### src/rtl/duck_pkg.sv
// Shared types and constants for the duck-hunt game blocks.
// Holds the round state encoding, the score width and the timebase constants.
package duck_pkg;

  localparam int SCORE_W           = 7;
  localparam int MS_PER_SEC        = 1000;
  localparam int PROD_TICKS_PER_MS = 65_000;

  // The encoding is exported directly to the HUD as round_state.
  typedef enum logic [1:0] {
    ST_IDLE     = 2'd0,
    ST_ARMED    = 2'd1,
    ST_RUNNING  = 2'd2,
    ST_FINISHED = 2'd3
  } round_state_t;

endpackage

### src/rtl/duck_timebase.sv
// Millisecond prescaler plus a 0..999 ms counter that produce ms and second ticks.
// Deasserting run clears both counters on the next edge.
module duck_timebase
  import duck_pkg::*;
#(
  parameter int TICKS_PER_MS = PROD_TICKS_PER_MS
) (
  input  logic clk,
  input  logic rst,
  input  logic run,
  output logic ms_tick,
  output logic sec_tick
);

  localparam int PW = (TICKS_PER_MS > 1) ? $clog2(TICKS_PER_MS) : 1;
  localparam int MW = $clog2(MS_PER_SEC);

  localparam logic [PW-1:0] PRESC_LAST = PW'(TICKS_PER_MS - 1);
  localparam logic [MW-1:0] MS_LAST    = MW'(MS_PER_SEC - 1);

  logic [PW-1:0] presc;
  logic [MW-1:0] ms_cnt;

  assign ms_tick  = run && (presc == PRESC_LAST);
  assign sec_tick = ms_tick && (ms_cnt == MS_LAST);

  always_ff @(posedge clk) begin
    if (rst || !run) begin
      presc  <= '0;
      ms_cnt <= '0;
    end else begin
      if (ms_tick) presc <= '0;
      else         presc <= presc + 1'b1;

      if (sec_tick)     ms_cnt <= '0;
      else if (ms_tick) ms_cnt <= ms_cnt + 1'b1;
    end
  end

endmodule

### src/rtl/duck_round_ctrl.sv
// Round sequencer: arms and clears the game datapath, times the round, ends it on
// timeout or target score, and keeps the final and session high scores for the HUD.
module duck_round_ctrl
  import duck_pkg::*;
#(
  parameter int TICKS_PER_MS = PROD_TICKS_PER_MS,
  parameter int ROUND_TIME_S = 60,
  parameter int OVER_HOLD_S  = 5,
  parameter int TARGET_SCORE = 100
) (
  input  logic               clk,
  input  logic               rst,
  input  logic               start,
  input  logic [SCORE_W-1:0] score,
  output logic               game_rst,
  output logic               game_enable,
  output logic [1:0]         round_state,
  output logic [SCORE_W-1:0] time_left,
  output logic [SCORE_W-1:0] final_score,
  output logic [SCORE_W-1:0] high_score,
  output logic               game_won
);

  localparam logic [SCORE_W-1:0] ROUND_T   = SCORE_W'(ROUND_TIME_S);
  localparam logic [SCORE_W-1:0] HOLD_LAST = SCORE_W'(OVER_HOLD_S - 1);
  localparam logic [SCORE_W-1:0] TARGET    = SCORE_W'(TARGET_SCORE);

  round_state_t       state, state_next;
  logic               start_q, start_rise;
  logic               win, run;
  logic               ms_tick, sec_tick, sec_evt;
  logic               game_rst_d, game_enable_d;
  logic [SCORE_W-1:0] hold_cnt;

  assign start_rise  = start && !start_q;
  assign win         = (state == ST_RUNNING) && (score >= TARGET);
  // A win clears the timebase on its way into FINISHED; a timeout or hold expiry
  // lands on a counter wrap, so those edges leave the counters at zero already.
  assign run         = ((state == ST_RUNNING) && !win) || (state == ST_FINISHED);
  assign sec_evt     = sec_tick && ms_tick;
  assign round_state = state;

  duck_timebase #(
    .TICKS_PER_MS(TICKS_PER_MS)
  ) u_timebase (
    .clk     (clk),
    .rst     (rst),
    .run     (run),
    .ms_tick (ms_tick),
    .sec_tick(sec_tick)
  );

  always_ff @(posedge clk) begin
    if (rst) begin
      state       <= ST_IDLE;
      start_q     <= 1'b0;
      game_rst    <= 1'b0;
      game_enable <= 1'b0;
    end else begin
      state       <= state_next;
      start_q     <= start;
      game_rst    <= game_rst_d;
      game_enable <= game_enable_d;
    end
  end

  always_comb begin
    state_next = state;
    case (state)
      ST_IDLE:     if (start_rise) state_next = ST_ARMED;
      ST_ARMED:    if (!start) state_next = ST_RUNNING;
      ST_RUNNING: begin
        if (win)                                       state_next = ST_FINISHED;
        else if (sec_evt && (time_left == 7'd1))       state_next = ST_FINISHED;
      end
      ST_FINISHED: if (sec_evt && (hold_cnt == HOLD_LAST)) state_next = ST_IDLE;
      default:     state_next = ST_IDLE;
    endcase
  end

  always_comb begin
    game_rst_d    = (state == ST_IDLE) && start_rise;
    game_enable_d = (state_next == ST_RUNNING);
  end

  always_ff @(posedge clk) begin
    if (rst) begin
      time_left   <= ROUND_T;
      final_score <= '0;
      high_score  <= '0;
      game_won    <= 1'b0;
      hold_cnt    <= '0;
    end else begin
      if ((state == ST_ARMED) && (state_next == ST_RUNNING))
        time_left <= ROUND_T;
      else if ((state == ST_RUNNING) && !win && sec_evt && (time_left != '0))
        time_left <= time_left - 1'b1;

      if ((state == ST_RUNNING) && (state_next == ST_FINISHED)) begin
        final_score <= score;
        if (score > high_score) high_score <= score;
        game_won    <= win;
        hold_cnt    <= '0;
      end else if ((state == ST_FINISHED) && sec_evt) begin
        hold_cnt <= hold_cnt + 1'b1;
      end
    end
  end

endmodule

### config.mk
export PLATFORM = sky130hd
export DESIGN_NAME = duck_round_ctrl
export DESIGN_NICKNAME = d
export VERILOG_FILES = /design/src/rtl/duck_pkg.sv /design/src/rtl/duck_timebase.sv /design/src/rtl/duck_round_ctrl.sv
export SDC_FILE = /design/constraint.sdc
export NUM_CORES = 1
export LEC_CHECK = 0
export BUFFER_PORTS_ARGS = -buffer_cell sky130_fd_sc_hd__buf_2
export CORE_ASPECT_RATIO = 1.4
export CORE_MARGIN = 3
export CORE_UTILIZATION = 55
export CTS_BUF_LIST = sky130_fd_sc_hd__clkbuf_8
export CTS_CLUSTER_DIAMETER = 200
export CTS_CLUSTER_SIZE = 8
export DETAILED_ROUTE_END_ITERATION = 6
export GPL_ROUTABILITY_DRIVEN = 1
export PLACE_DENSITY = 0.86
export SETUP_SLACK_MARGIN = 0.3
export SLEW_MARGIN = 10
export SYNTH_ARGS = -nofsm -noshare
export SYNTH_HDL_FRONTEND = slang
export SYNTH_SLANG_ARGS = --single-unit
### constraint.sdc
create_clock -name clk -period 2 [get_ports clk]
set_input_delay 0.2 -clock clk [delete_from_list [all_inputs] [get_ports clk]]
set_output_delay 0.2 -clock clk [all_outputs]
set_load 0.05 [all_outputs]
=== Yosys cells after proc, flatten, opt, wreduce, memory -nomap -nowiden ===
Index checks and enable logic that the tools add are counted.

* Add/subtract/negate cells: 4
* $mul: 0
* Div/mod/pow operators: 0
* Magnitude comparators: 2
* Equal/unequal tests: 9
* Shift operators: 0
* Multiplexer cells: 6
* Bitwise logic cells: 0
* Reductions and logical operators: 26

{| class="wikitable"
|+ Operators with widths
! kind !! count
|-
| adder 16 x 1 -> 16 bit (second input constant) || 1
|-
| == test 16 bit (second input constant) || 1
|-
| logical AND 1 bit || 14
|-
| adder 10 x 1 -> 10 bit (second input constant) || 1
|-
| == test 10 bit (second input constant) || 1
|-
| 2-to-1 mux 2 bit || 5
|-
| == test 2 bit (second input constant) || 4
|-
| case mux 2 bit (4 select lines) || 1
|-
| OR reduction 2 bit || 4
|-
| adder 7 x 1 -> 7 bit (second input constant) || 1
|-
| == test 7 x 1 -> 1 bit (second input constant) || 1
|-
| == test 7 x 3 -> 1 bit (second input constant) || 1
|-
| greater-or-equal comparator 7 bit (second input constant) || 1
|-
| greater-than comparator 7 bit || 1
|-
| nonzero test 7 bit || 1
|-
| subtractor 7 x 1 -> 7 bit (second input constant) || 1
|-
| zero test 1 bit || 3
|-
| == test 2 x 1 -> 1 bit (second input constant) || 1
|-
| zero test 2 bit || 1
|-
| logical OR 1 bit || 2
|-
| AND reduction 2 bit || 1
|}

* Flip-flop bits (word level): 60
* Latch bits: 0
* RAM bits: 0
* Memory bits (read-only): 0
* Output and inout bits: 26
* Memories: 0

=== Depth between registers and ports, before layout ===
Gate-level depths: netlist of the first run.

* Depth after elaboration: 15
* Mapped depth: 8

=== Cells and area by module ===
From an unflattened synthesis of the first run, not the netlist that was laid out.

* Cell total of the unflattened synthesis: 333
* Area total of the unflattened synthesis: 2,995.4 µm²

{| class="wikitable"
|+ Modules (own cells, without submodules)
! module !! instances !! cells an instance !! area an instance (µm²) !! sequential area each (µm²)
|-
| duck_round_ctrl || 1 || 187 || 1,682.9 || 680.7
|-
| duck_timebase || 1 || 146 || 1,312.5 || 520.5
|}

=== Worst setup path after synthesis of the first run ===
Ideal clock, no wire load.

* Path kind: reg2reg
* Start: register high_score[6]
* End: register high_score[3]
* Library setup time: 0.132 ns
* Arrival: 2.312 ns
* Required time: 1.868 ns
* Slack: -0.444 ns
* Stages on the path, launching flop included: 9
* Path buffers: 1
* Cells stage by stage: dfxtp_1 -> inv_1 -> ha_1 -> a211o_1 -> a21oi_1 -> a21o_1 -> clkbuf_1 -> mux2i_1 -> o311ai_1

* Longest elaborated chain between the ends: 2

{| class="wikitable"
|+ RTL lines
! element !! line !! source
|-
| from (decl) || duck_round_ctrl.sv:20 || <nowiki>output logic [SCORE_W-1:0] high_score,</nowiki>
|-
| from (signal assigned) || duck_round_ctrl.sv:101 || <nowiki>if (score > high_score) high_score <= score;</nowiki>
|-
| greater-than comparator 7 bit || duck_round_ctrl.sv:101 ||
|-
| AND reduction 2 bit (no line) || -- ||
|}

No other way between the ends.
A chain may end at the register's enable or synchronous reset.

=== Worst setup path in the final report of the first run ===
* Start: register u_timebase.ms_cnt[3]
* End: register hold_cnt[2]

* Longest elaborated chain between the ends: 10

{| class="wikitable"
|+ RTL lines
! element !! line !! source
|-
| from (decl) || duck_timebase.sv:22 || <nowiki>logic [MW-1:0] ms_cnt;</nowiki>
|-
| from (signal assigned) || duck_timebase.sv:36 || <nowiki>else if (ms_tick) ms_cnt <= ms_cnt + 1'b1;</nowiki>
|-
| == test 10 bit (*) || duck_timebase.sv:25 || <nowiki>assign sec_tick = ms_tick && (ms_cnt == MS_LAST);</nowiki>
|-
| logical AND 1 bit (*) || duck_timebase.sv:25 ||
|-
| logical AND 1 bit (*) || duck_round_ctrl.sv:40 || <nowiki>assign sec_evt = sec_tick && ms_tick;</nowiki>
|-
| logical AND 1 bit || duck_round_ctrl.sv:74 || <nowiki>else if (sec_evt && (time_left == 7'd1)) state_next = ST_FINISHED;</nowiki>
|-
| 2-to-1 mux 2 bit || duck_round_ctrl.sv:74 ||
|-
| 2-to-1 mux 2 bit || duck_round_ctrl.sv:73 || <nowiki>if (win) state_next = ST_FINISHED;</nowiki>
|-
| case mux 2 bit (4 select lines) || duck_round_ctrl.sv:69 || <nowiki>case (state)</nowiki>
|-
| == test 2 bit || duck_round_ctrl.sv:99 || <nowiki>if ((state == ST_RUNNING) && (state_next == ST_FINISHED)) begin</nowiki>
|-
| logical AND 1 bit || duck_round_ctrl.sv:99 ||
|-
| OR reduction 2 bit (no line) || -- ||
|-
| to (signal assigned) || duck_round_ctrl.sv:105 || <nowiki>hold_cnt <= hold_cnt + 1'b1;</nowiki>
|-
| to (decl) || duck_round_ctrl.sv:33 || <nowiki>logic [SCORE_W-1:0] hold_cnt;</nowiki>
|}

Mark *: on every way between the ends. The rest lies on a longest branch, timed or not.

==> flow_metrics.py, run 1 <==
metrics = {
    "cts": {
        "root_buffer": "clkbuf_8",
        "numCtsBuffers": 9,
        "clk_buf_depth": 2,
        "cts.sink_count": 60,
        "cts_hold_buf": 0,
        "cts_tree": "yes",
        "clk_latency_ps": 380,
        "htreeDepth": 3,
        "clkTransAtPathRegs_ps": 90,
    },
    "global_route": {
        "grt_pass1_vias": 3869,
        "pin_count_of_the_biggest_net_entering_global_routing": 36,
        "wire_length_of_the_first_global_routing_pass_um": 19300,
        "grt_remaining_overflow": 0,
        "antenna_violations_before_repair": 0,
        "grtUsageTotal_pct": 35.5,
    },
    "synthesis": {
        "ys_seq_area_share_pct": 36.5,
        "yosysWarningCount": 0,
        "postSynthNetCount": 406,
        "netlist_instances": 383,
        "main_combinational_cell_family_by_area_after_synthesis": "simple AND/OR/NAND/NOR gates",
        "synth-main-ff-cell": "dfxtp_1",
        "synth-simple-area-share_pct": 33.6,
        "yosys.area_share.xor_xnor_pct": 7.19,
        "ys_ff_latch": 60,
        "synth_compound_gate_area_share_pct": 11.5,
        "synth.distinct_cells": 53,
        "post_synth_fa_ha_maj_area_fraction_pct": 4.95,
        "syn-cell-area_mm2": 0.00329,
        "ys_async_sr_fraction_pct": 0,
        "synth-edff-count": 0,
        "postSynthAreaPerCell_um2": 8.58,
        "synthMuxAreaShare_pct": 1.83,
    },
    "min_path": {
        "hold_path_class": "in -> reg",
        "min-delay-start": "score[5]",
        "holdPathEnd": "final_score[5]",
        "worstHoldPathCells": 3,
    },
    "worst_setup_path": {
        "reg2reg_depth": 6,
        "worst-path-buf-inv": 1,
        "required_ps": 2270,
        "worst_path_max_delay_cell": "or3_4",
        "end_kind": "flip-flop",
        "cpLargestDelayFamily": "simple AND/OR/NAND/NOR gates",
        "regToRegStartpoint": "u_timebase.ms_cnt[3]",
        "launch_point_of_the_worst_path": "u_timebase.ms_cnt[3]",
        "criticalPathCategory": "reg -> reg",
        "worst-path-max-fanout": 8,
        "worst_ep_arrival_time_ps": 2370,
        "startpoint_type": "flip-flop",
        "regToRegSetupSlack_ps": -110,
        "slowest_delay_ps": 460,
        "crit-reg2reg-capture": "hold_cnt[2]",
        "crit_path_cell_trace": "or3b_4 > or3_4 > buf_4 > nor4_4 > xnor2_1 > nor3_2",
    },
    "finish": {
        "antenna_cells": 0,
        "highest_count_cells_in_the_layout_ignoring_fill_and_taps": "buf_4, buf_2, nor2_1",
        "num-nets-final": 523,
        "post_route_cells_drive_above_1_share_pct": 58.8,
        "finalCoreUtilization_pct": 95.7,
        "flow.area_growth_from_synthesis_pct": 64.4,
        "layout.cells.most_common": "buf_4",
        "layout.cell_area.non_filler_mm2": 0.00540,
    },
    "timing": {
        "report.final.hold_viol_count": 0,
        "timing.max_slew.rel_slack_pct": 60.1,
        "max_freq_ghz": 0.475,
        "timing_worst_slew_pin_value_ps": 595,
        "finalSetupViolCount": 23,
        "post-route-min-period_ps": 2110,
        "rsz0062_at_grt": "yes",
        "worst_hold_slack_ps": 166,
        "min_period_over_period_pct": 105,
        "maxSlewViolCount": 0,
        "clock-skew-final_ps": 20.4,
        "final_critical_path_setup_slack_ps": -107,
    },
    "flow_run": {
        "max_cap_violations": 0,
    },
    "floorplanning": {
        "fp.coreArea_mm2": 0.00565,
        "die_width_um": 71.3,
        "design.die.area_mm2": 0.00695,
        "core.rowCount": 32,
        "start_util_pct": 58.2,
        "number_of_ports_placed_on_the_die_boundary": 36,
        "die_y_extent_um": 97.5,
    },
    "power": {
        "ir_worst_vdd_uv": 631,
        "power.static_leakage_nw": 2.17,
        "cellPowerDensity_mw_per_mm2": 518,
    },
    "routing": {
        "route.detailed.drc": 0,
        "route.final.wire_length_um": 17400,
        "dr.first_iter.drc_count": 665,
        "route.detailed.wl_per_inst_um": 30.4,
        "detail_route.first_pass.iterations": 6,
        "antenna_left": 0,
        "vias": 4339,
        "post_drt_via_cell_ratio": 7.57,
    },
    "placed_design": {
        "dp.final_hpwl_um": 6390,
        "place_area_mm2": 0.00398,
        "detailedPlace.worstSlack_ps": -7.67,
        "buffer_ports.inserted": 35,
        "place.gp.congestion": 0.851,
    },
    "status": {
        "status": "finished with violations",
        "violations": "setup timing",
    },
}
[synthesized netlist by cell type (5+ instances only)]
library cell | instances | area, um2
dfxtp_1 | 60 | 1200
nor2_1 | 47 | 176
nand3_1 | 34 | 170
xnor2_1 | 20 | 175
inv_1 | 18 | 67.6
a21oi_1 | 16 | 80.1
nand2_1 | 16 | 60.1
ha_1 | 13 | 163
nand4_1 | 12 | 75.1
nor3_1 | 10 | 50.1
clkbuf_1 | 9 | 33.8
nand2b_1 | 8 | 50.1
nor3_2 | 8 | 80.1
o311ai_1 | 8 | 70.1
nor4_2 | 7 | 87.6
o21ai_1 | 7 | 35.0
xor2_1 | 7 | 61.3
and3_1 | 6 | 37.5
and4_1 | 6 | 52.6
mux2i_1 | 6 | 60.1
o21ai_0 | 6 | 30.0
o31ai_1 | 6 | 45.0
or3_1 | 5 | 31.3
or4_1 | 5 | 37.5
[state kept, by name, summed over array words and instances, names as in the netlist, 2 cells and up]
register	flops
u_timebase.presc	16
u_timebase.ms_cnt	10
final_score	7
high_score	7
hold_cnt	7
time_left	7
round_state	2
[per-layer routing]
layer	GRT usage [%]	part of all wire, %	vias up
li1	-	-	1628
met1	37.2	32	1981
met2	60.8	45	528
met3	7.14	13	202
met4	26.5	10	0
met5	0	0	-
[worst max path at each step]
stage / endpoint / cells after the start
after floorplan: time_left[3] / 7
after global routing: high_score[2] / 7
after global placement: hold_cnt[6] / 5
final: hold_cnt[2] / 6
after detailed placement: time_left[3] / 6
after CTS: time_left[2] / 8
[cells by family after synthesis]
kind of cell	count (synthesis)
flops	60
fa+ha+maj	13
compound gates	56
xor+xnor	27
simple gates	187
mux	6
buf+inv	34
[cell type report]
class	instances	area [um2]
inverter	18	72.6
timing repair buffer	122	1030
tap	68	85.1
multi-input combinational	289	2740
clock inverter	5	50.0
clock buffer	11	151
fill	123	241
sequential	60	1280
[power breakdown]
group,internal (mW),leakage (nW),switching [mW]
Clock,0.636,0.111,0.571
Sequential,1.19,0.501,0.0231
Combinational,0.134,1.55,0.241
[stage by stage]
step                      TNS, ps  std cells  total power, mW
after floorplan            -0.138        383             1.41
after global placement          0        503             1.48
after detailed placement    -12.7        503             1.49
after CTS                       0        554             2.62
after global routing        -6550        573             2.82
final                        -893        573             2.80
[worst reg2reg max path, stage by stage (launching register included)]
cell and delay, ps:
dfxtp_2 340, or3b_4 440, or3_4 460, buf_4 190
nor4_4 150, xnor2_1 150, nor3_2 280
[what timing repair did]
| action | CTS | global route |
|---|---|---|
| setup buffers | 32 | 18 |
| gates cloned | 3 | 1 |
| resized for setup | 74 | 89 |
| setup endpoints to repair | 56 | 56 |
| pin swaps | 42 | 51 |
Power figures use the tool's default switching activity.
==> run 2, diff against run 1 <==
- ABC_AREA: not set -> 1
- PLACE_DENSITY: 0.86 -> 0.87
- SKIP_CTS_REPAIR_TIMING: not set -> 1
==> run 2 against run 1 <==
The run now ends clean. Clock power shrank 24%. Synthesized cell count grew 17%. Worst hold slack lost 92 ps. Core utilization shrank 24 points. Register-to-register slack gained 200 ps. Flip-flop and latch count is the same. Fmax grew 11%. Global-route usage shrank 15 points. Clock-buffer cell count shrank 1. Total power shrank 13%. Critical path depth grew 3. Combinational power shrank 21%. Critical endpoint is now final_score[1].
==> flow_metrics.py, run 2 <==
metrics = {
    "timing": {
        "final_critical_path_setup_slack_ps": 94.6,
        "report.final.hold_viol_count": 0,
        "min_period_over_period_pct": 95.3,
        "max_freq_ghz": 0.525,
        "finalSetupViolCount": 0,
        "clock-skew-final_ps": 4.85,
        "rsz0062_at_grt": "yes",
        "maxSlewViolCount": 0,
        "timing_worst_slew_pin_value_ps": 362,
        "setup-tns-final_ps": 0,
        "timing.max_slew.rel_slack_pct": 75.7,
        "post-route-min-period_ps": 1910,
    },
    "placed_design": {
        "buffer_ports.inserted": 35,
        "detailedPlace.worstSlack_ps": 234,
        "dp.final_hpwl_um": 5030,
        "place.gp.congestion": 0.920,
    },
    "routing": {
        "route.final.wire_length_um": 8390,
        "detail_route.first_pass.iterations": 5,
        "post_drt_via_cell_ratio": 5.61,
        "vias": 3231,
        "route.detailed.drc": 0,
        "route.detailed.wl_per_inst_um": 14.6,
        "antenna_left": 0,
        "dr.first_iter.drc_count": 312,
    },
    "power": {
        "switching_share_pct": 28.2,
        "ir_worst_vdd_uv": 571,
        "power.static_leakage_nw": 1.70,
        "pwr-share-clk_pct": 37.8,
        "intPower_mw": 1.75,
        "total_switching_power_mw": 0.690,
        "power_frac_comb_pct": 12.2,
        "cellPowerDensity_mw_per_mm2": 615,
        "share_seq_of_total_power_pct": 50.0,
    },
    "finish": {
        "antenna_cells": 0,
        "highest_count_cells_in_the_layout_ignoring_fill_and_taps": "nand2_1, inv_1, nor2_1",
        "layout.cells.most_common": "nand2_1",
        "finalCoreUtilization_pct": 71.4,
        "post_route_cells_drive_above_1_share_pct": 29.5,
        "largest_register_ffs": 16,
        "num-nets-final": 526,
        "flow.area_growth_from_synthesis_pct": 24.6,
        "biggestRegsByFlops": "u_timebase.presc (16), u_timebase.ms_cnt (10)",
        "registers.top_by_ff_count": "u_timebase.presc",
        "fill_cells": 382,
    },
    "flow_run": {
        "max_cap_violations": 0,
    },
    "synthesis": {
        "synth.distinct_cells": 37,
        "synth.top_cells.by_count": "nand2_1, inv_1, dfxtp_1, nor2_1, a21oi_1",
        "ys_seq_area_share_pct": 37.6,
        "synth-edff-count": 0,
        "synth-main-ff-cell": "dfxtp_1",
        "synth.most_common_cell": "nand2_1",
        "post_synth_main_area_contributors": "dfxtp_1, nand2_1, inv_1",
        "library_cell_with_the_largest_summed_area_after_synthesis": "dfxtp_1",
        "ys_ff_latch": 60,
        "yosysWarningCount": 0,
        "ys_async_sr_fraction_pct": 0,
        "synth_largest_type_area_fraction_pct": 37.6,
        "netlist_instances": 447,
        "postSynthNetCount": 470,
        "postSynthAreaPerCell_um2": 7.14,
        "syn-cell-area_mm2": 0.00319,
    },
    "floorplanning": {
        "core.rowCount": 32,
        "fp.coreArea_mm2": 0.00557,
        "number_of_ports_placed_on_the_die_boundary": 36,
        "design.die.area_mm2": 0.00677,
        "die_y_extent_um": 96.1,
        "die_width_um": 70.4,
        "start_util_pct": 57.4,
    },
    "cts": {
        "root_buffer": "clkbuf_8",
        "numCtsBuffers": 9,
        "cts.sink_count": 60,
        "clk_latency_ps": 340,
        "clkTransAtPathRegs_ps": 60,
        "cts_tree": "yes",
        "htreeDepth": 3,
        "clk_buf_depth": 2,
    },
    "min_path": {
        "hold_path_class": "in -> reg",
    },
    "worst_setup_path": {
        "startpoint_type": "flip-flop",
        "criticalPathCategory": "reg -> reg",
        "slowest_delay_ps": 410,
        "required_ps": 2230,
        "end_kind": "flip-flop",
        "regToRegSetupSlack_ps": 90,
        "crit_path_most_repeated_cell": "nor2_1",
        "worst_path_max_delay_cell": "dfxtp_1",
        "worst_ep_arrival_time_ps": 2130,
        "worst-path-max-fanout": 5,
        "crit_path_cell_trace": "nand2_1 > nor2_1 > nand3_2 > nor2_4 > nand4_1 > nand3_4 > nand2_8 > o21ai_0 > nor2_1",
    },
    "global_route": {
        "grt_pass1_vias": 2796,
        "wire_length_of_the_first_global_routing_pass_um": 11400,
        "pin_count_of_the_biggest_net_entering_global_routing": 18,
        "grtUsageTotal_pct": 20.8,
        "antenna_violations_before_repair": 0,
        "grt_remaining_overflow": 0,
    },
    "status": {
        "status": "completed",
    },
}
[run 2: changes by cell type in the layout (fill, tap and decap cells not counted), sizes merged, moves of 8 or more]
cell,delta
inv,+57
nor4,-9
nand2,+90
a21oi,+17
nand2b,-8
xnor2,-10
nand3,-12
nor2,+10
buf,-73
o311ai,-8
[run 2: cell type report]
class / count / area (um2) / share of cell area [%]
clock buffers: 10 / 138 / 3.46
clock inverters: 6 / 25.0 / 0.629
inverters: 76 / 307 / 7.71
multi-input cells: 308 / 1880 / 47.4
flip-flops and latches: 60 / 1240 / 31.2
well taps: 68 / 85.1 / 2.14
repair buffers: 48 / 298 / 7.49
[run 2: path summary, 6_finish.rpt]
path	from	endpoint	cells after the start
worst max-delay path	u_timebase.presc[2]	final_score[1]	9
worst min-delay path	rst	round_state[0]	2
worst max register to register	u_timebase.presc[2]	final_score[1]	9
worst min register to register	start_q	game_rst	1
[run 2: kinds of logic after synthesis]
kind of cell               Yosys count  share of synthesized area (%)
buffers and inverters               80                           9.80
DFF                                 60                           37.6
xor gates and xnor gates            15                           4.12
adders and majority gates           13                           5.10
and+or+nand+nor                    225                           34.4
AOI/OAI and AO/OA                   54                           8.94
[run 2: critical path: cells and delay by family (launching register included)]
kind	cells	cell delay, ps
and+or+nand+nor	8	1150
DFF	1	410
AOI/OAI and AO/OA	1	230
[run 2: power by group through the flow]
stage	sequential [mW]	clock [mW]	combinational (mW)
final	1.22	0.923	0.298
after global routing	1.22	0.986	0.318
after CTS	1.22	0.937	0.232
after detailed placement	1.25	0	0.230
after global placement	1.25	0	0.225
after floorplan	1.30	0	0.120
[run 2: metrics by stage]
stage,cell area (um2),hold WS (ps),power (mW),instances
2_1_floorplan,3240,264,1.42,447
6_report,3980,74.3,2.44,576
5_1_grt,3980,78.0,2.53,576
4_1_cts,3660,45.4,2.39,564
3_3_place_gp,3490,411,1.47,548
3_5_place_dp,3490,414,1.48,548
[run 2: routing by layer]
metal  GRT usage [%]  part of all wire, %  vias up
li1                -                    -     1541
met1            22.5                   38     1510
met2            37.3                   52      138
met3            5.64                  5.6       42
met4            10.2                  4.1        0
met5               0                    0        -
